<file path="src/rtl/float16_adder.sv">
// Registered IEEE-754 binary16 adder with round-toward-zero and status flags.
// One combinational add/normalise path feeding a single output register stage.
module float16_adder (
  input  logic        clk,
  input  logic        rst,
  input  logic        valid_in,
  input  logic [15:0] num1,
  input  logic [15:0] num2,
  output logic [15:0] result,
  output logic        overflow,
  output logic        zero,
  output logic        nan,
  output logic        precisionLost,
  output logic        valid_out
);

  // Operand classification
  logic w_inf1, w_inf2, w_nan1, w_nan2;
  assign w_nan1 = (num1[14:10] == 5'h1F) && (num1[9:0] != 10'd0);
  assign w_nan2 = (num2[14:10] == 5'h1F) && (num2[9:0] != 10'd0);
  assign w_inf1 = (num1[14:10] == 5'h1F) && (num1[9:0] == 10'd0);
  assign w_inf2 = (num2[14:10] == 5'h1F) && (num2[9:0] == 10'd0);

  // Larger magnitude leads; ties keep num1 in front so x + (-x) takes num1's sign.
  logic        w_swap;
  logic [15:0] w_big, w_sml;
  logic [4:0]  w_big_exp, w_sml_exp, w_exp_diff;
  logic [10:0] w_big_sig, w_sml_sig;
  assign w_swap     = num2[14:0] > num1[14:0];
  assign w_big      = w_swap ? num2 : num1;
  assign w_sml      = w_swap ? num1 : num2;
  assign w_big_exp  = (w_big[14:10] == 5'd0) ? 5'd1 : w_big[14:10];
  assign w_sml_exp  = (w_sml[14:10] == 5'd0) ? 5'd1 : w_sml[14:10];
  assign w_big_sig  = {|w_big[14:10], w_big[9:0]};
  assign w_sml_sig  = {|w_sml[14:10], w_sml[9:0]};
  assign w_exp_diff = w_big_exp - w_sml_exp;

  // Extended significands: {sig[10:0], guard, round, sticky}
  logic [23:0] w_sml_shift;
  logic [13:0] w_big_ext, w_sml_ext;
  logic [14:0] w_sum;
  assign w_sml_shift = {w_sml_sig, 13'd0} >> w_exp_diff;
  assign w_big_ext   = {w_big_sig, 3'b000};
  assign w_sml_ext   = (w_exp_diff >= 5'd14) ? {13'd0, |w_sml_sig}
                                             : {w_sml_shift[23:11], |w_sml_shift[10:0]};
  // Sticky as an LSB keeps the truncated difference exact at guard/round resolution.
  assign w_sum = (w_big[15] == w_sml[15]) ? ({1'b0, w_big_ext} + {1'b0, w_sml_ext})
                                          : ({1'b0, w_big_ext} - {1'b0, w_sml_ext});

  logic [5:0]  w_lz, w_shamt, w_exp_m1, w_norm_exp;
  logic [13:0] w_norm;
  assign w_exp_m1 = {1'b0, w_big_exp} - 6'd1;

  // NOTE: every always_comb output gets a default first so no path can infer a latch.
  always_comb begin
    w_lz = 6'd14;
    for (int i = 0; i < 14; i++) begin
      if (w_sum[i]) w_lz = 6'(13 - i);
    end
  end

  always_comb begin
    w_shamt    = 6'd0;
    w_norm     = w_sum[13:0];
    w_norm_exp = {1'b0, w_big_exp};
    if (w_sum[14]) begin
      w_norm     = {w_sum[14:2], w_sum[1] | w_sum[0]};
      w_norm_exp = {1'b0, w_big_exp} + 6'd1;
    end else begin
      // Left shift stops at exponent 1; anything still unnormalised is subnormal.
      w_shamt    = (w_lz > w_exp_m1) ? w_exp_m1 : w_lz;
      w_norm     = w_sum[13:0] << w_shamt;
      w_norm_exp = {1'b0, w_big_exp} - w_shamt;
    end
  end

  logic        w_inexact;
  logic [4:0]  w_exp_field;
  assign w_inexact   = |w_norm[2:0];
  assign w_exp_field = w_norm[13] ? w_norm_exp[4:0] : 5'd0;

  logic [15:0] w_result;
  logic        w_ovf, w_zero, w_nan, w_pl;

  always_comb begin
    w_result = {w_big[15], w_exp_field, w_norm[12:3]};
    w_ovf    = 1'b0;
    w_zero   = 1'b0;
    w_nan    = 1'b0;
    w_pl     = w_inexact;
    if (w_nan1) begin
      w_result = num1;
      w_nan    = 1'b1;
      w_pl     = 1'b0;
    end else if (w_nan2) begin
      w_result = num2;
      w_nan    = 1'b1;
      w_pl     = 1'b0;
    end else if (w_inf1 && w_inf2 && (num1[15] != num2[15])) begin
      w_result = 16'h7E00;
      w_nan    = 1'b1;
      w_pl     = 1'b0;
    end else if (w_inf1) begin
      w_result = num1;
      w_ovf    = 1'b1;
      w_pl     = 1'b0;
    end else if (w_inf2) begin
      w_result = num2;
      w_ovf    = 1'b1;
      w_pl     = 1'b0;
    end else if (w_norm_exp >= 6'd31) begin
      w_result = {w_big[15], 5'h1F, 10'd0};
      w_ovf    = 1'b1;
    end else if (w_sum == 15'd0) begin
      w_result = {num1[15], 15'd0};
      w_zero   = 1'b1;
      w_pl     = 1'b0;
    end
  end

  // NOTE: registers use non-blocking assignments so every flop samples pre-edge values.
  always_ff @(posedge clk or posedge rst) begin
    if (rst) begin
      result        <= 16'h0000;
      overflow      <= 1'b0;
      zero          <= 1'b0;
      nan           <= 1'b0;
      precisionLost <= 1'b0;
      valid_out     <= 1'b0;
    end else begin
      result        <= w_result;
      overflow      <= w_ovf;
      zero          <= w_zero;
      nan           <= w_nan;
      precisionLost <= w_pl;
      valid_out     <= valid_in;
    end
  end

endmodule

</file>
<file path="config.mk">
export PLATFORM = sky130hd
export DESIGN_NAME = float16_adder
export DESIGN_NICKNAME = d
export VERILOG_FILES = /design/src/rtl/float16_adder.sv
export SDC_FILE = /design/constraint.sdc
export NUM_CORES = 1
export LEC_CHECK = 0
export CELL_PAD_IN_SITES_DETAIL_PLACEMENT = 1
export CELL_PAD_IN_SITES_GLOBAL_PLACEMENT = 2
export CORE_ASPECT_RATIO = 0.9
export CORE_UTILIZATION = 35
export CTS_BUF_LIST = sky130_fd_sc_hd__clkbuf_8
export DETAILED_ROUTE_END_ITERATION = 8
export HOLD_SLACK_MARGIN = 0.05
export PLACE_DENSITY = 0.86
export SLEW_MARGIN = 25
export SYNTH_ARGS = -nofsm -noshare
export SYNTH_HDL_FRONTEND = slang
export SYNTH_SLANG_ARGS = --single-unit
</file>
<file path="constraint.sdc">
create_clock -name clk -period 0.8 [get_ports clk]
set_input_delay 0.12 -clock clk [delete_from_list [all_inputs] [get_ports clk]]
set_output_delay 0.12 -clock clk [all_outputs]
set_load 0.05 [all_outputs]
</file>
==> results of run 1 <==
-- kinds of logic after synthesis --
family	Yosys count	synth area share
AOI/OAI and AO/OA	331	0.348
buffers and inverters	115	0.0696
xor gates and xnor gates	21	0.0306
adders and majority gates	55	0.106
muxes	52	0.0843
DFF	21	0.0784
and+or+nand+nor	371	0.283
-- per-stage QoR --
step	std cells	instance area, µm²	hold slack (ns)	setup slack [ns]
CTS	1670	12200	0.249	-9.40
detailed placement	1593	10800	0.534	-10.87
global placement	1593	10800	0.454	-10.10
floorplan	966	7260	0.0965	-9.08
-- Yosys cell counts (6+ instances only) --
cell	number
sky130_fd_sc_hd__nand2_1	95
sky130_fd_sc_hd__a21oi_1	74
sky130_fd_sc_hd__nor2_1	73
sky130_fd_sc_hd__inv_1	60
sky130_fd_sc_hd__o21ai_0	56
sky130_fd_sc_hd__ha_1	52
sky130_fd_sc_hd__nor3_1	40
sky130_fd_sc_hd__mux2i_1	34
sky130_fd_sc_hd__clkbuf_1	33
sky130_fd_sc_hd__nand3_1	31
sky130_fd_sc_hd__dfrtp_1	21
sky130_fd_sc_hd__or3_1	21
sky130_fd_sc_hd__and3_1	19
sky130_fd_sc_hd__o211ai_1	19
sky130_fd_sc_hd__a31oi_1	16
sky130_fd_sc_hd__mux2_2	16
sky130_fd_sc_hd__xnor2_1	16
sky130_fd_sc_hd__a21o_1	15
sky130_fd_sc_hd__a22oi_1	14
sky130_fd_sc_hd__and2_1	13
sky130_fd_sc_hd__buf_2	13
sky130_fd_sc_hd__o31ai_1	13
sky130_fd_sc_hd__a211oi_1	12
sky130_fd_sc_hd__nand4_1	12
sky130_fd_sc_hd__nand2b_1	11
sky130_fd_sc_hd__nor4_1	10
sky130_fd_sc_hd__o21ai_1	9
sky130_fd_sc_hd__or2_2	9
sky130_fd_sc_hd__nor2b_1	7
sky130_fd_sc_hd__o21bai_1	7
sky130_fd_sc_hd__a221oi_1	6
sky130_fd_sc_hd__o22ai_1	6
-- timing repair --
action | CTS
gates resized for setup | 232
buffers inserted | 75
pin swaps | 107
endpoints found under the setup margin | 41
-- routing by layer --
layer | overflow | track usage
met5 | 0 | 0.120
met4 | 2 | 0.631
met3 | 0 | 0.487
met2 | 1 | 0.886
met1 | 0 | 0.648
==> metrics.md, run 1 <==
| Metric | Value |
|---|---|
| Flops & latches, synth | 21 |
| Fail Step | 5_1_grt |
| Die Ht | ~130 µm |
| Average cell area after synthesis | ~6.9 µm² |
| Number of buffers added on ports | between 50 and 60 |
| Net count after synthesis | ~1100 |
| Starting Density | 0.361 |
| Number of synthesized flops with an enable pin | 0 |
| Largest net degree at the start of global routing | 23 |
| Number of buffers between clock root and the deepest sink | 2 |
| Number of global-route vias before repair | 14222 |
| Wire length of the first global-routing pass | between 90000 and 100000 µm |
| Fraction of registers with async set/reset | 1.00 |
| Library cell used as clock root buffer | sky130_fd_sc_hd__clkbuf_8 |
| Overflow after GRT | 3 |
| Synthesis warning total | 0 |
| First error message | [ERROR GRT-0116] Global routing finished with congestion. Check the congestion regions in the DRC Viewer. |
| CTS HTree Levels | 1 |
| Half-perimeter wire length after detailed placement | between 30000 and 40000 µm |
| Number of I/O pins | between 50 and 60 |
| Floorplan row count | 47 |
| Sequential element share of the synthesized area | 0.0784 |
| Sinks on the clock net | 21 |
| Number of buffers inserted for hold repair after clock tree synthesis | 0 |
| Cell type with the largest total area after synthesis | sky130_fd_sc_hd__ha_1 |
| RD Place Congestion | around 1 |
| Most used DFF post-synth | sky130_fd_sc_hd__dfrtp_1 |
| Largest cells by area after synthesis | sky130_fd_sc_hd__ha_1, sky130_fd_sc_hd__dfrtp_1, sky130_fd_sc_hd__a21oi_1 |
| Distinct cell type count after synthesis | 99 |
| Die width | 148 µm |
| Mapped cell area | ~6700 µm² |
| Proportion of netlist area held by the largest area contributor | 0.0970 |
| Number of buffers inserted during clock tree synthesis | 3 |
| Outcome | stopped before the end |
| Synthesized instance count | a little under 1000 |
| Total routing usage reported by global routing | 0.662 |
==> run 2: changes to the inputs <==
Settings changed: CELL_PAD_IN_SITES_DETAIL_PLACEMENT 1 to unset, CELL_PAD_IN_SITES_GLOBAL_PLACEMENT 2 to unset, CORE_ASPECT_RATIO 0.9 to unset, CORE_UTILIZATION 35 to 20, CTS_BUF_LIST sky130_fd_sc_hd__clkbuf_8 to unset, HOLD_SLACK_MARGIN 0.05 to unset, PLACE_DENSITY 0.86 to unset, PLACE_DENSITY_LB_ADDON set to 0.15.
==> run 2 against run 1 <==
  * Synthesized area is the same
  * The flow now finishes, with violations (setup timing)
  * Synthesized cell count is the same
==> metrics.md, run 2 <==
| Metric | Value |
|---|---|
| Outcome | finished with violations |
| Violated checks | setup timing |
| Hold Violations, Final | 0 |
| Flops & latches, synth | 21 (unchanged) |
| Minimum clock period after layout | 10.0 ns |
| Synthesized instance count | 966 (unchanged) |
| Setup-violating endpoint count in the final report | 41 |
| Max_slew headroom | 0.534 |
| Area growth syn-to-layout | 94.1% |
| Cell type with the largest total area after synthesis | sky130_fd_sc_hd__ha_1 |
| Average cell area after synthesis | 6.94 µm² (unchanged) |
| Max Cap Violations | 0 |
| Die width | 185 µm (+25%) |
| Maximum net fanout on the critical path | 7 |
| Sinks on the clock net | 21 (unchanged) |
| Most common cell after layout, fill and taps aside | sky130_fd_sc_hd__buf_4 |
| Number of I/O pins | 56 (unchanged) |
| Number of buffers added on ports | 55 (unchanged) |
| Xor/xnor share of the synthesized area | 0.0306 (unchanged) |
| Antenna Violating Nets Remaining | 0 |
| Basic-gate share of the synthesized area counting and, or, nand and nor cells | 0.283 (unchanged) |
| Crit path top cell by count | sky130_fd_sc_hd__buf_4 |
| Overall power | ~0.046 W |
| Worst path top cell family by delay | simple AND/OR/NAND/NOR gates |
| Post-synthesis mux area share | 0.0843 (unchanged) |
| Floorplan row count | 66 (+40%) |
| Clock-pin slew reported for the worst setup and hold paths after clock tree synthesis | roughly 0.05 ns |
| Register with the most flip-flops | result |
| Share of synthesized cell area in full adder, half adder and majority cells | 0.106 (unchanged) |
| Worst setup margin | -9.20 ns |
| Arrival time worst endpoint | between 10 and 15 ns |
| Top cells by instance count after synthesis | sky130_fd_sc_hd__nand2_1, sky130_fd_sc_hd__a21oi_1, sky130_fd_sc_hd__nor2_1 |
| Antenna cell count | 0 |
| Half-perimeter wire length after detailed placement | 28900 µm (-11%) |
| Commonest cells after routing, fill and taps aside | sky130_fd_sc_hd__buf_4, sky130_fd_sc_hd__nand2_1, sky130_fd_sc_hd__nor2_1 |
| Standard cell area after detailed placement | 11400 µm² (+5.4%) |
| Number of global-route vias before repair | around 9300 |
| Measured slew at the worst slew-check pin | just under 0.7 ns |
| Via count | between 9000 and 10000 |
| Number of buffers inserted during clock tree synthesis | 3 (unchanged) |
| Number of antenna violations at the first check in global routing | 0 |
| Overall routed net length | ~35000 µm |
| Number of buffers between clock root and the deepest sink | 2 (unchanged) |
| Total buffers and inverters traversed by the critical path | 11 |
| Most numerous cell in the Yosys netlist | sky130_fd_sc_hd__nand2_1 |
| Leakage power summed over all cells | approximately 6 nW |
| Critical path's slowest cell | sky130_fd_sc_hd__fa_2 |
| Core Area | around 33000 µm² |
| Setup Slack @ Placement | -10.48 ns (+0.394 ns) |
| Capturing element type of the critical path | register |
| # nets final | roughly 1600 |
| Post-route design area | 13000 µm² |
| Fraction of layout instances using a drive strength above 1 | 0.540 |
| Path category of the worst min-delay check | in -> async |
| Overflow after GRT | 0 |
| Peak supply drop | 2200 µV |
| Non-filler cells, final | between 1500 and 2000 |
| Largest cells by area after synthesis | sky130_fd_sc_hd__ha_1, sky130_fd_sc_hd__dfrtp_1, sky130_fd_sc_hd__a21oi_1 |
| Library cell used as clock root buffer | sky130_fd_sc_hd__clkbuf_16 |
| Post-route worst hold slack | 0.193 ns |
| Via/cell ratio | about 5.0 |
| Power Density | about 3600 nW/µm² |
| Endpoint required time on the critical path | 0.94 ns |
| Die ar. | 34300 µm² |
| Main combinational cell family by area after synthesis | compound AO/OA/AOI/OAI gates |
| Most used DFF post-synth | sky130_fd_sc_hd__dfrtp_1 |
| Final clock period utilization by the worst path | 12.5 |
| Crit Path Class | in -> reg |
| Largest register FFs | 16 |
| Die Ht | 185 µm (+39%) |
| Stage delay of the slowest cell on the critical path | a little over 0.6 ns |
| Starting Density | 0.205 (-0.156) |
| Critical Path Source Type | input port |
| RD Place Congestion | 0.924 (-10%) |
| Number of remaining DRC errors | 0 |
| Sequential element share of the synthesized area | 0.0784 (unchanged) |
| Max-slew violation count | 0 |
| TritonCTS clock tree | done |
| Dpl cells | 1833 (+15%) |
| RSZ-0062 raised after global routing | yes |
| Compound-cell area share of the yosys netlist | 0.348 (unchanged) |
| DR iter-0 viols | 615 |
| Mapped cell area | 6710 µm² (unchanged) |
| Synthesis warning total | 0 (unchanged) |
| Total routing usage reported by global routing | 0.200 |
| Number of synthesized flops with an enable pin | 0 (unchanged) |
| Net count after synthesis | 1056 (unchanged) |
| Wire length of the first global-routing pass | between 50000 and 60000 µm |
| Fraction of registers with async set/reset | 1.00 (unchanged) |
| CTS HTree Levels | 1 (unchanged) |
| Distinct cell type count after synthesis | 99 (unchanged) |
| Top achievable clock speed | about 100 MHz |
| DR WL/cell | around 18 µm |
| Number of detailed-routing iterations run before antenna repair | 5 |
| Largest net degree at the start of global routing | 23 |
| Proportion of netlist area held by the largest area contributor | 0.0970 (unchanged) |
-- run 2: cell counts after synthesis --
No cell type changed its count.
-- run 2: worst max-delay path by stage --
stage | startpoint | endpoint | slack [ns] | depth (start not counted)
6_report | num1[6] | zero$_DFF_PP0_ | -9.20 | 53
3_3_place_gp | num1[12] | result[8]$_DFF_PP0_ | -10.42 | 52
3_5_place_dp | num1[13] | result[8]$_DFF_PP0_ | -10.48 | 56
4_1_cts | num1[6] | result[9]$_DFF_PP0_ | -9.11 | 53
5_1_grt | num1[6] | result[15]$_DFF_PP0_ | -9.61 | 64
2_1_floorplan | num1[6] | result[12]$_DFF_PP0_ | -9.08 | 57
-- run 2: kinds of logic (layout without fill, tap and decap cells) --
logic type               count (synthesis)  count (layout)
AND/OR/NAND/NOR                        371             371
flip-flops                              21              21
buffers and inverters                  115             619
XOR/XNOR                                21              21
multiplexers                            52              52
AO/OA/AOI/OAI                          331             331
adder cells (fa/ha/maj)                 55              55
-- run 2: report_power, final --
group | internal, W | switching [W]
logic | 0.0218 | 0.0215
clock network | 0.000677 | 0.000340
registers | 0.00162 | 0.000331
-- run 2: tightest hold or removal path: cells and delay by family --
family,cells,cell delay [ns]
buffers and inverters,3,0.66
-- run 2: metrics by stage --
stage | utilization | setup TNS [ns]
floorplan | - | -170.63
global placement | 0.348 | -197.06
detailed placement | 0.348 | -198.26
CTS | 0.379 | -174.67
global route | 0.397 | -184.39
finish | 0.397 | -175.96
-- run 2: timing repair --
item                       CTS  global route
setup endpoints to repair   41            41
resized for setup          202           122
setup buffers               55            26
gates cloned                 0             0
pin swaps                   78            97
hold buffers                 0             0
-- run 2: layout make-up --
| cell class | instances | area [µm²] |
|---|---|---|
| fillers | 3365 | 19800 |
| multi-input cells | 830 | 7020 |
| repair buffers | 552 | 4570 |
| well taps | 442 | 553 |
| flip-flops and latches | 21 | 526 |
| inverters | 63 | 275 |
| clock buffers | 4 | 78.8 |
-- run 2: per-layer routing --
metal | global-route usage | share of wire | routed length (µm) | vias to the layer above
met1 | 0.275 | 0.46 | 16200 | 4502
li1 | - | - | - | 4662
met5 | 0 | 0 | 0 | -
met2 | 0.342 | 0.48 | 16900 | 269
met3 | 0.0102 | 0.036 | 1250 | 35
met4 | 0.0443 | 0.019 | 652 | 0
No activity file was read; power rests on OpenSTA's default activity.
==> run 3: changes to the inputs <==
==> constraint.sdc (replaced) <==
create_clock -name clk -period 0.8 [get_ports clk]
set_input_delay 0.12 -clock clk [delete_from_list [all_inputs] [get_ports clk]]
set_output_delay 0.12 -clock clk [all_outputs]
set_load 0.01 [all_outputs]
==> run 3 against run 2 <==
  * The flow still finishes with violations (setup timing)
  * Setup slack improved by 0.11 ns
  * Global-route usage fell by 0.20 points
  * Routed wire length shrank 1.5%
==> metrics.md, run 3 (same netlist as run 2, synthesis figures left out) <==
| Metric | Value |
|---|---|
| Clock-pin slew reported for the worst setup and hold paths after clock tree synthesis | 0.06 ns (about the same) |
| Met1 track demand over resource | 0.265 (-0.0104) |
| Number of antenna violations at the first check in global routing | 0 (unchanged) |
| Sequential cell area | 526 µm² (unchanged) |
| # nets final | 1544 (-1.1%) |
| Critical path's slowest cell | sky130_fd_sc_hd__fa_2 |
| Met2 routing resource usage after global routing | 0.345 (+0.00301) |
| Peak supply drop | 1940 µV (-12%) |
| Antenna cell count | 0 (unchanged) |
| Via/cell ratio | 4.97 (+0.39%) |
| Die width | 185 µm (unchanged) |
| Die ar. | 34300 µm² (unchanged) |
| Measured slew at the worst slew-check pin | 0.826 ns (+0.133 ns) |
| Via count | 9420 (-0.51%) |
| Post-route design area | 12600 µm² (-3.0%) |
| Number of remaining DRC errors | 0 (unchanged) |
| Violated checks | setup timing |
| Number of buffers inserted during clock tree synthesis | 3 (unchanged) |
| RSZ-0062 raised after global routing | yes |
| Standard cell area after detailed placement | 11200 µm² (-1.5%) |
| Library cell used as clock root buffer | sky130_fd_sc_hd__clkbuf_16 |
| Setup-violating endpoint count in the final report | 41 (unchanged) |
| Capturing element type of the critical path | register |
| Register with the most flip-flops | result |
| Max_slew headroom | 0.450 (-0.0844) |
| Origin of the worst setup path | num2[13] |
| Met3 GRT Util | 0.00767 (-0.00256) |
| Largest register FFs | 16 (unchanged) |
| Maximum net fanout on the critical path | 7 (unchanged) |
| Number of detailed-routing iterations run before antenna repair | 5 (unchanged) |
| Worst setup margin | -9.09 ns (+0.106 ns) |
| Total routing usage reported by global routing | 0.198 (-0.00204) |
| Starting Density | 0.205 (unchanged) |
| Layer with the highest usage after global routing | met2 |
| Crit Path Class | in -> reg |
| Number of global-route vias before repair | 9259 (-0.80%) |
| Endpoint required time on the critical path | 0.94 ns (about the same) |
| DR WL/cell | 18.2 µm (-0.58%) |
| Outcome | finished with violations |
| Overall routed net length | 34500 µm (-1.5%) |
| Overflow after GRT | 0 (unchanged) |
| Layout filler cell count | 3469 (+3.1%) |
| Number of buffers added on ports | 55 (unchanged) |
| TritonCTS clock tree | done |
| CTS HTree Levels | 1 (unchanged) |
| Largest net degree at the start of global routing | 23 (unchanged) |
| Stage delay of the slowest cell on the critical path | 0.69 ns (+0.07 ns) |
| Floorplan row count | 66 (unchanged) |
| Number of I/O pins | 56 (unchanged) |
| Sinks on the clock net | 21 (unchanged) |
| Arrival time worst endpoint | 10.03 ns (-0.11 ns) |
| Minimum clock period after layout | 9.89 ns (-0.106 ns) |
| Most common cell after layout, fill and taps aside | sky130_fd_sc_hd__buf_4 |
| Leakage power summed over all cells | 5.69 nW (-3.1%) |
| Crit path top cell by count | sky130_fd_sc_hd__buf_4 |
| Area growth syn-to-layout | 88.3% |
| Antenna Violating Nets Remaining | 0 (unchanged) |
| Path category of the worst min-delay check | in -> async |
| Half-perimeter wire length after detailed placement | 28900 µm (-0.15%) |
| Area used by multi-input combinational logic | 6990 µm² (-0.41%) |
| Power Density | 3420 nW/µm² (-3.8%) |
| Overall power | 0.0432 W (-6.7%) |
| RD Place Congestion | 0.930 (+0.66%) |
| Number of buffers between clock root and the deepest sink | 2 (unchanged) |
| Critical Path Source Type | input port |
| DR iter-0 viols | 589 (-4.2%) |
| Max-slew violation count | 0 (unchanged) |
| Final clock period utilization by the worst path | 12.4 (-0.132) |
| Wire length of the first global-routing pass | 52500 µm (-1.7%) |
| Fraction of layout instances using a drive strength above 1 | 0.531 (-0.00882) |
| Core Area | 32800 µm² (unchanged) |
| Max Cap Violations | 0 (unchanged) |
| Commonest cells after routing, fill and taps aside | sky130_fd_sc_hd__buf_4, sky130_fd_sc_hd__nand2_1, sky130_fd_sc_hd__nor2_1 |
| Hold Violations, Final | 0 (unchanged) |
| Top achievable clock speed | 101 MHz (+1.1%) |
| Die Ht | 185 µm (unchanged) |
## run 3: cell count changes in the layout (fill, tap and decap cells not counted), sizes merged
cell           before  now
clkdlybuf4s15       4    5
clkbuf             12    9
buf               534  519
## run 3: per-layer routing
layer,part of all wire,vias to the layer above
li1,-,4637
met1,0.46,4488
met2,0.48,251
met3,0.033,44
met4,0.025,0
met5,0,-
## run 3: critical path: cells and delay by family
| family | cells | cell delay, ns |
|---|---|---|
| AOI/OAI and AO/OA | 25 | 4.09 |
| adders and majority gates | 5 | 1.64 |
| buffers and inverters | 15 | 2.03 |
| and+or+nand+nor | 15 | 1.94 |
| muxes | 1 | 0.21 |
## run 3: through the flow
step / worst slack [ns] / setup TNS, ns / hold WS [ns] / utilization / std cells
floorplan: -9.08 / -170.63 / 0.0965 / - / 966
global placement: -10.34 / -198.42 / 0.476 / 0.343 / 1836
detailed placement: -10.41 / -200.69 / 0.465 / 0.343 / 1836
CTS: -9.16 / -174.44 / 0.204 / 0.370 / 1885
global route: -9.50 / -181.38 / 0.215 / 0.385 / 1895
finish: -9.09 / -172.75 / 0.197 / 0.385 / 1895
## run 3: cell type report
type                       instances  area share
clock buffer                       4     0.00624
inverter                          63      0.0215
multi-input combinational        830       0.553
timing repair buffer             535       0.334
sequential                        21      0.0416
tap                              442      0.0438
## run 3: what timing repair did
item                       4_1_cts  5_1_grt
resized for setup              303      106
pin swaps                       66       42
setup endpoints to repair       41       41
hold buffers                     0        0
setup buffers                   45       13
## run 3: worst paths after layout
check	to	slack [ns]	cells past startpoint
max in group asynchronous	result[3]$_DFF_PP0_	0.47	3
setup / recovery	result[9]$_DFF_PP0_	-9.09	61
min in group clk	valid_out$_DFF_PP0_	0.31	1
hold / removal	result[12]$_DFF_PP0_	0.20	3
## run 3: power by group
group          internal, W  switching, W  total, W  leakage (nW)
combinational       0.0206        0.0197    0.0404          5.39
clock             0.000678      0.000359   0.00104        0.0382
sequential         0.00161      0.000157   0.00177         0.254
==> run 4: changes to the inputs <==
Settings changed: ABC_CLOCK_PERIOD_IN_PS set to 8500.
Clock period 0.8 ns to 8.5 ns, I/O delays scaled along.
==> run 4 against run 3 <==
  * The flow still finishes with violations (setup timing)
  * Setup slack improved by 6.5 ns
  * Non-clock buffer count shrank 48
  * Critical path depth shrank 8
  * Cell count is 2.5% lower
  * Core utilization decreased by 1.0 points
  * Largest power group unchanged
  * Highest routed layer unchanged
==> metrics.md, run 4 (same netlist as run 2, synthesis figures left out) <==
| Metric | Value |
|---|---|
| Overall routed net length | 34400 µm (-0.37%) |
| Violated checks | setup timing |
| # nets final | 1496 (-3.1%) |
| RSZ-0062 raised after global routing | yes |
| Number of global-route vias before repair | 9263 (+0.043%) |
| Area growth syn-to-layout | 83.4% |
| Max-slew violation count | 0 (unchanged) |
| Wire length of the first global-routing pass | 52700 µm (+0.41%) |
| Endpoint required time on the critical path | 8.66 ns (+7.72 ns) |
| DR WL/cell | 18.6 µm (+2.2%) |
| Floorplan row count | 66 (unchanged) |
| Number of I/O pins | 56 (unchanged) |
| Power Density | 333 nW/µm² (-90%) |
| Hold Violations, Final | 0 (unchanged) |
| Origin of the worst setup path | num2[9] |
| Half-perimeter wire length after detailed placement | 28400 µm (-1.6%) |
| Maximum net fanout on the critical path | 8 (+1) |
| Total routing usage reported by global routing | 0.200 (+0.00135) |
| Sinks on the clock net | 21 (unchanged) |
| Max Cap Violations | 0 (unchanged) |
| Setup Total Neg Slack | -45.81 ns (+126.94 ns) |
| Via/cell ratio | 5.03 (+1.2%) |
| CTS HTree Levels | 1 (unchanged) |
| Starting Density | 0.205 (unchanged) |
| Max_slew headroom | 0.311 (-0.139) |
| Die width | 185 µm (unchanged) |
| Largest net degree at the start of global routing | 33 (+43%) |
| Core Area | 32800 µm² (unchanged) |
| Setup-violating endpoint count in the final report | 19 (-54%) |
| Capturing element type of the critical path | register |
| Most common cell after layout, fill and taps aside | sky130_fd_sc_hd__buf_4 |
| Via count | 9288 (-1.4%) |
| Crit path top cell by count | sky130_fd_sc_hd__buf_4 |
| Die ar. | 34300 µm² (unchanged) |
| Hold path start | num1[1] |
| Arrival time worst endpoint | 11.21 ns (+1.18 ns) |
| RD Place Congestion | 0.869 (-6.5%) |
| Final clock period utilization by the worst path | 1.30 |
| Antenna cell count | 0 (unchanged) |
| Path category of the worst min-delay check | in -> reg |
| Top achievable clock speed | 90.5 MHz |
| Largest register FFs | 16 (unchanged) |
| Overflow after GRT | 0 (unchanged) |
| Minimum clock period after layout | between 10 and 15 ns |
| Critical Path Source Type | input port |
| Library cell used as clock root buffer | sky130_fd_sc_hd__clkbuf_16 |
| TritonCTS clock tree | done |
| Worst setup margin | -2.55 ns (+6.55 ns) |
| Antenna Violating Nets Remaining | 0 (unchanged) |
| Clock-pin slew reported for the worst setup and hold paths after clock tree synthesis | 0.06 ns (about the same) |
| Stage delay of the slowest cell on the critical path | 0.63 ns (-0.06 ns) |
| Number of buffers inserted during clock tree synthesis | 3 (unchanged) |
| Commonest cells after routing, fill and taps aside | sky130_fd_sc_hd__buf_4, sky130_fd_sc_hd__nand2_1, sky130_fd_sc_hd__nor2_1 |
| Setup Slack @ Placement | -3.86 ns (+6.55 ns) |
| Measured slew at the worst slew-check pin | 1.03 ns (+0.203 ns) |
| Number of antenna violations at the first check in global routing | 0 (unchanged) |
| Standard cell area after detailed placement | 10700 µm² (-4.6%) |
| Number of buffers between clock root and the deepest sink | 2 (unchanged) |
| Peak supply drop | 182 µV (-91%) |
| Crit Path Class | in -> reg |
| Leakage power summed over all cells | 5.45 nW (-4.2%) |
| Number of buffers added on ports | 55 (unchanged) |
| Outcome | finished with violations |
| Fraction of layout instances using a drive strength above 1 | 0.508 (-0.0231) |
| Number of detailed-routing iterations run before antenna repair | 5 (unchanged) |
| Post-route design area | 12300 µm² (-2.6%) |
| Critical path's slowest cell | sky130_fd_sc_hd__fa_2 |
| Number of remaining DRC errors | 0 (unchanged) |
| Register with the most flip-flops | result |
| Die Ht | 185 µm (unchanged) |
| DR iter-0 viols | 532 (-9.7%) |
run 4: cell count changes in the layout (fill, tap and decap cells not counted), sizes merged:
cell	before	now
clkdlybuf4s15	5	0
clkbuf	9	11
clkinv	1	2
buf	519	454
dlygate4sd2	2	0
clkdlybuf4s50	4	25
run 4: layer usage:
layer  GRT usage  vias up  part of all wire
met5           0        -                 0
met1       0.263     4470              0.46
met2       0.351      222              0.48
met4      0.0572        0             0.029
met3     0.00885       55             0.031
li1            -     4541                 -
run 4: worst paths after layout:
| path | slack [ns] | end | cells after the start |
|---|---|---|---|
| min | 1.46 | result[1]$_DFF_PP0_ | 4 |
| min in group asynchronous | 1.48 | result[8]$_DFF_PP0_ | 2 |
| max | -2.55 | result[7]$_DFF_PP0_ | 53 |
| max in group asynchronous | 6.51 | result[3]$_DFF_PP0_ | 2 |
run 4: timing repair:
item	CTS	global route
pin swaps	89	85
hold buffers	0	0
setup endpoints to repair	19	19
setup buffers	58	16
endpoints found under the hold margin	0	0
gates cloned	0	0
gates resized for setup	245	106
run 4: area by class of cell:
cell class	instances	area [µm²]
Clock inverter	1	5.00
Multi-Input combinational cell	830	7030
Timing Repair Buffer	487	3840
Tap cell	442	553
Sequential cell	21	526
Clock buffer	3	75.1
Inverter	63	269
Fill cell	3500	20500
run 4: per-stage QoR:
stage | util | hold WS, ns | total power [W] | instances
after global routing | 0.375 | 1.47 | 0.00439 | 1847
after CTS | 0.361 | 1.48 | 0.00384 | 1835
final | 0.375 | 1.46 | 0.00409 | 1847
after detailed placement | 0.327 | 1.74 | 0.00332 | 1774
after global placement | 0.327 | 1.73 | 0.00334 | 1774
after floorplan | - | 1.25 | 0.00192 | 966
run 4: report_power, final:
group | switching, W | internal [W]
clock network | 0.0000370 | 0.0000632
registers | 0.0000102 | 0.000152
logic | 0.00189 | 0.00194
total | 0.00194 | 0.00216
run 4: critical path: cells and delay by family:
family          cells  cell delay [ns]
compound gates     15             2.93
xor+xnor            1             0.11
fa+ha+maj           6             1.65
buf+inv            13             1.66
mux                 2             0.40
simple gates       16             3.15
==> RTL edit, RTL diff (flow settings as in run 4) <==
Take the reset off `result` and load it in a clocked block of its own.
--- a/src/rtl/float16_adder.sv
+++ b/src/rtl/float16_adder.sv
@@ -121,14 +121,12 @@
   // NOTE: registers use non-blocking assignments so every flop samples pre-edge values.
   always_ff @(posedge clk or posedge rst) begin
     if (rst) begin
-      result        <= 16'h0000;
       overflow      <= 1'b0;
       zero          <= 1'b0;
       nan           <= 1'b0;
       precisionLost <= 1'b0;
       valid_out     <= 1'b0;
     end else begin
-      result        <= w_result;
       overflow      <= w_ovf;
       zero          <= w_zero;
       nan           <= w_nan;
@@ -137,5 +135,9 @@
     end
   end
 
+  always_ff @(posedge clk) begin
+    result <= w_result;
+  end
+
 endmodule
 
Function: changed (Yosys sat finds a counterexample within 4 cycles, from zero or initial values and one cycle with rst high).
==> RTL edit against run 4 <==
The flow still finishes with violations (setup timing); area after synthesis down 1.2%; core utilization down 1.1 points; sequential cell count unchanged; setup slack worse by 450 ps; fmax down 3.9%; cell count down 0.11%; cell area down 3.6%; routed wire length down 0.40%; synthesized cell count unchanged; total power down 2.3%; via count down 1.2%; critical path type unchanged; largest cell class unchanged; largest power group unchanged; highest routed layer unchanged.
==> RTL edit: results <==
metrics = {
    "drt": {
        "viasPerCell": 4.98,
        "vias": 9180,
        "drt-initial-drc-count": 577,
        "routedWlPerCell_um": 18.6,
    },
    "critical_path": {
        "worstPathArrival_ps": 11680,
        "crit_path_max_fanout": 6,
        "crit_family": "compound AO/OA/AOI/OAI gates",
        "cpPeakStageDelay_ps": 650,
        "crit_slowest_cell": "fa_2",
    },
    "layout": {
        "n_all_buffers": 485,
        "final-clk-cell-share": 0.00665,
        "seq_area_frac": 0.0376,
        "multi_input_area_share": 0.564,
        "clkbuf_count": 4,
        "nFillCells": 3484,
        "final_nets": 1494,
        "layout.nonclk_buf_frac": 0.322,
        "drive_gt1_frac": 0.473,
        "final_core_util": 0.364,
        "largest_register_ffs": 16,
    },
    "yosys": {
        "seq_area_frac_synth": 0.0672,
        "ys.flop_type": "dfxtp_1",
        "yosysUniqueCellTypes": 100,
        "synth-async-reset-ratio": 0.238,
        "synthTopCellsByArea": "ha_1 (9.8%), a21oi_1 (5.6%), nand2_1 (5.4%), mux2i_1 (5.1%), dfxtp_1 (4.8%)",
        "ys_seq_elements": 21,
    },
    "outcome": {
        "outcome": "complete, but fails checks",
        "violations": "setup timing",
    },
    "sta": {
        "setup-violations-final": 19,
        "fin_tns_setup_ps": -55030,
        "tightestPinTransition_ps": 879,
        "fin_ws_ps": -2990,
    },
    "power_and_ir_drop": {
        "leakage_nw": 5.30,
        "p_int_mw": 2.11,
        "irDropWorstVdd_mv": 0.181,
    },
    "clock_network": {
        "clk_pin_slew_worst_paths_ps": 60,
        "clockBufferDepth": 2,
    },
    "placed_design": {
        "placed_cells": 1779,
        "place_congestion": 0.902,
        "placed_area_um2": 10700,
        "dp_hpwl_mm": 28.8,
        "portBuffers": 55,
        "pre_cts_ws_ps": -3940,
    },
    "grt": {
        "grt_pass1_wl_mm": 51.9,
        "grt_max_degree": 34,
        "grt_pass1_vias": 9104,
        "grt_use_total": 0.199,
    },
    "floorplan": {
        "rows": 66,
    },
    "min_path": {
        "hold_class": "in -> async",
    },
}
RTL edit: changes by cell type in the layout (fill, tap and decap cells not counted), moves of 4 or more:
cell / before / now
dfxtp_1: 0 / 16
nand2_1: 83 / 93
nand2_2: 11 / 1
buf_6: 30 / 21
dfrtp_1: 21 / 5
a21oi_1: 51 / 60
ha_1: 29 / 33
clkbuf_2: 8 / 4
a21oi_4: 8 / 2
buf_2: 7 / 15
RTL edit: kinds of logic (layout without fill, tap and decap cells):
family | Yosys count | in the layout | synth area share
buffers and inverters | 115 | 552 | 0.0704
DFF | 21 | 21 | 0.0672
and+or+nand+nor | 371 | 371 | 0.286
muxes | 52 | 52 | 0.0853
AOI/OAI and AO/OA | 331 | 331 | 0.352
adders and majority gates | 55 | 55 | 0.107
xor gates and xnor gates | 21 | 21 | 0.0310
RTL edit: power by group through the flow:
stage               combinational, mW  sequential, mW  clock [mW]
floorplan                        1.72           0.184           0
global placement                 3.20           0.169           0
detailed placement               3.18           0.167           0
CTS                              3.57           0.166       0.103
global route                     4.02           0.168       0.109
finish                           3.73           0.164      0.0998
RTL edit: worst paths after layout:
check	startpoint	to	slack (ps)	cells after the start
worst max-delay path	num2[13]	result[4]$_DFF_P_	-2990	53
worst min-delay path	rst	valid_out$_DFF_PP0_	1210	2
max in group asynchronous	rst	zero$_DFF_PP0_	7120	2
min in group clk	num1[1]	result[1]$_DFF_P_	1450	4
RTL edit: metal layers:
metal	vias up	wire length [um]	GRT usage
met5	-	0	0
met4	0	352	0.0297
li1	4538	-	-
met1	4405	15700	0.267
met3	27	1220	0.00634
met2	210	16900	0.357
RTL edit: repair_timing:
action | 4_1_cts | 5_1_grt
buffers inserted | 46 | 17
pin swaps | 67 | 71
gates resized for setup | 214 | 63
hold buffers | 0 | 0
setup endpoints to repair | 19 | 19
cloned | 1 | 0
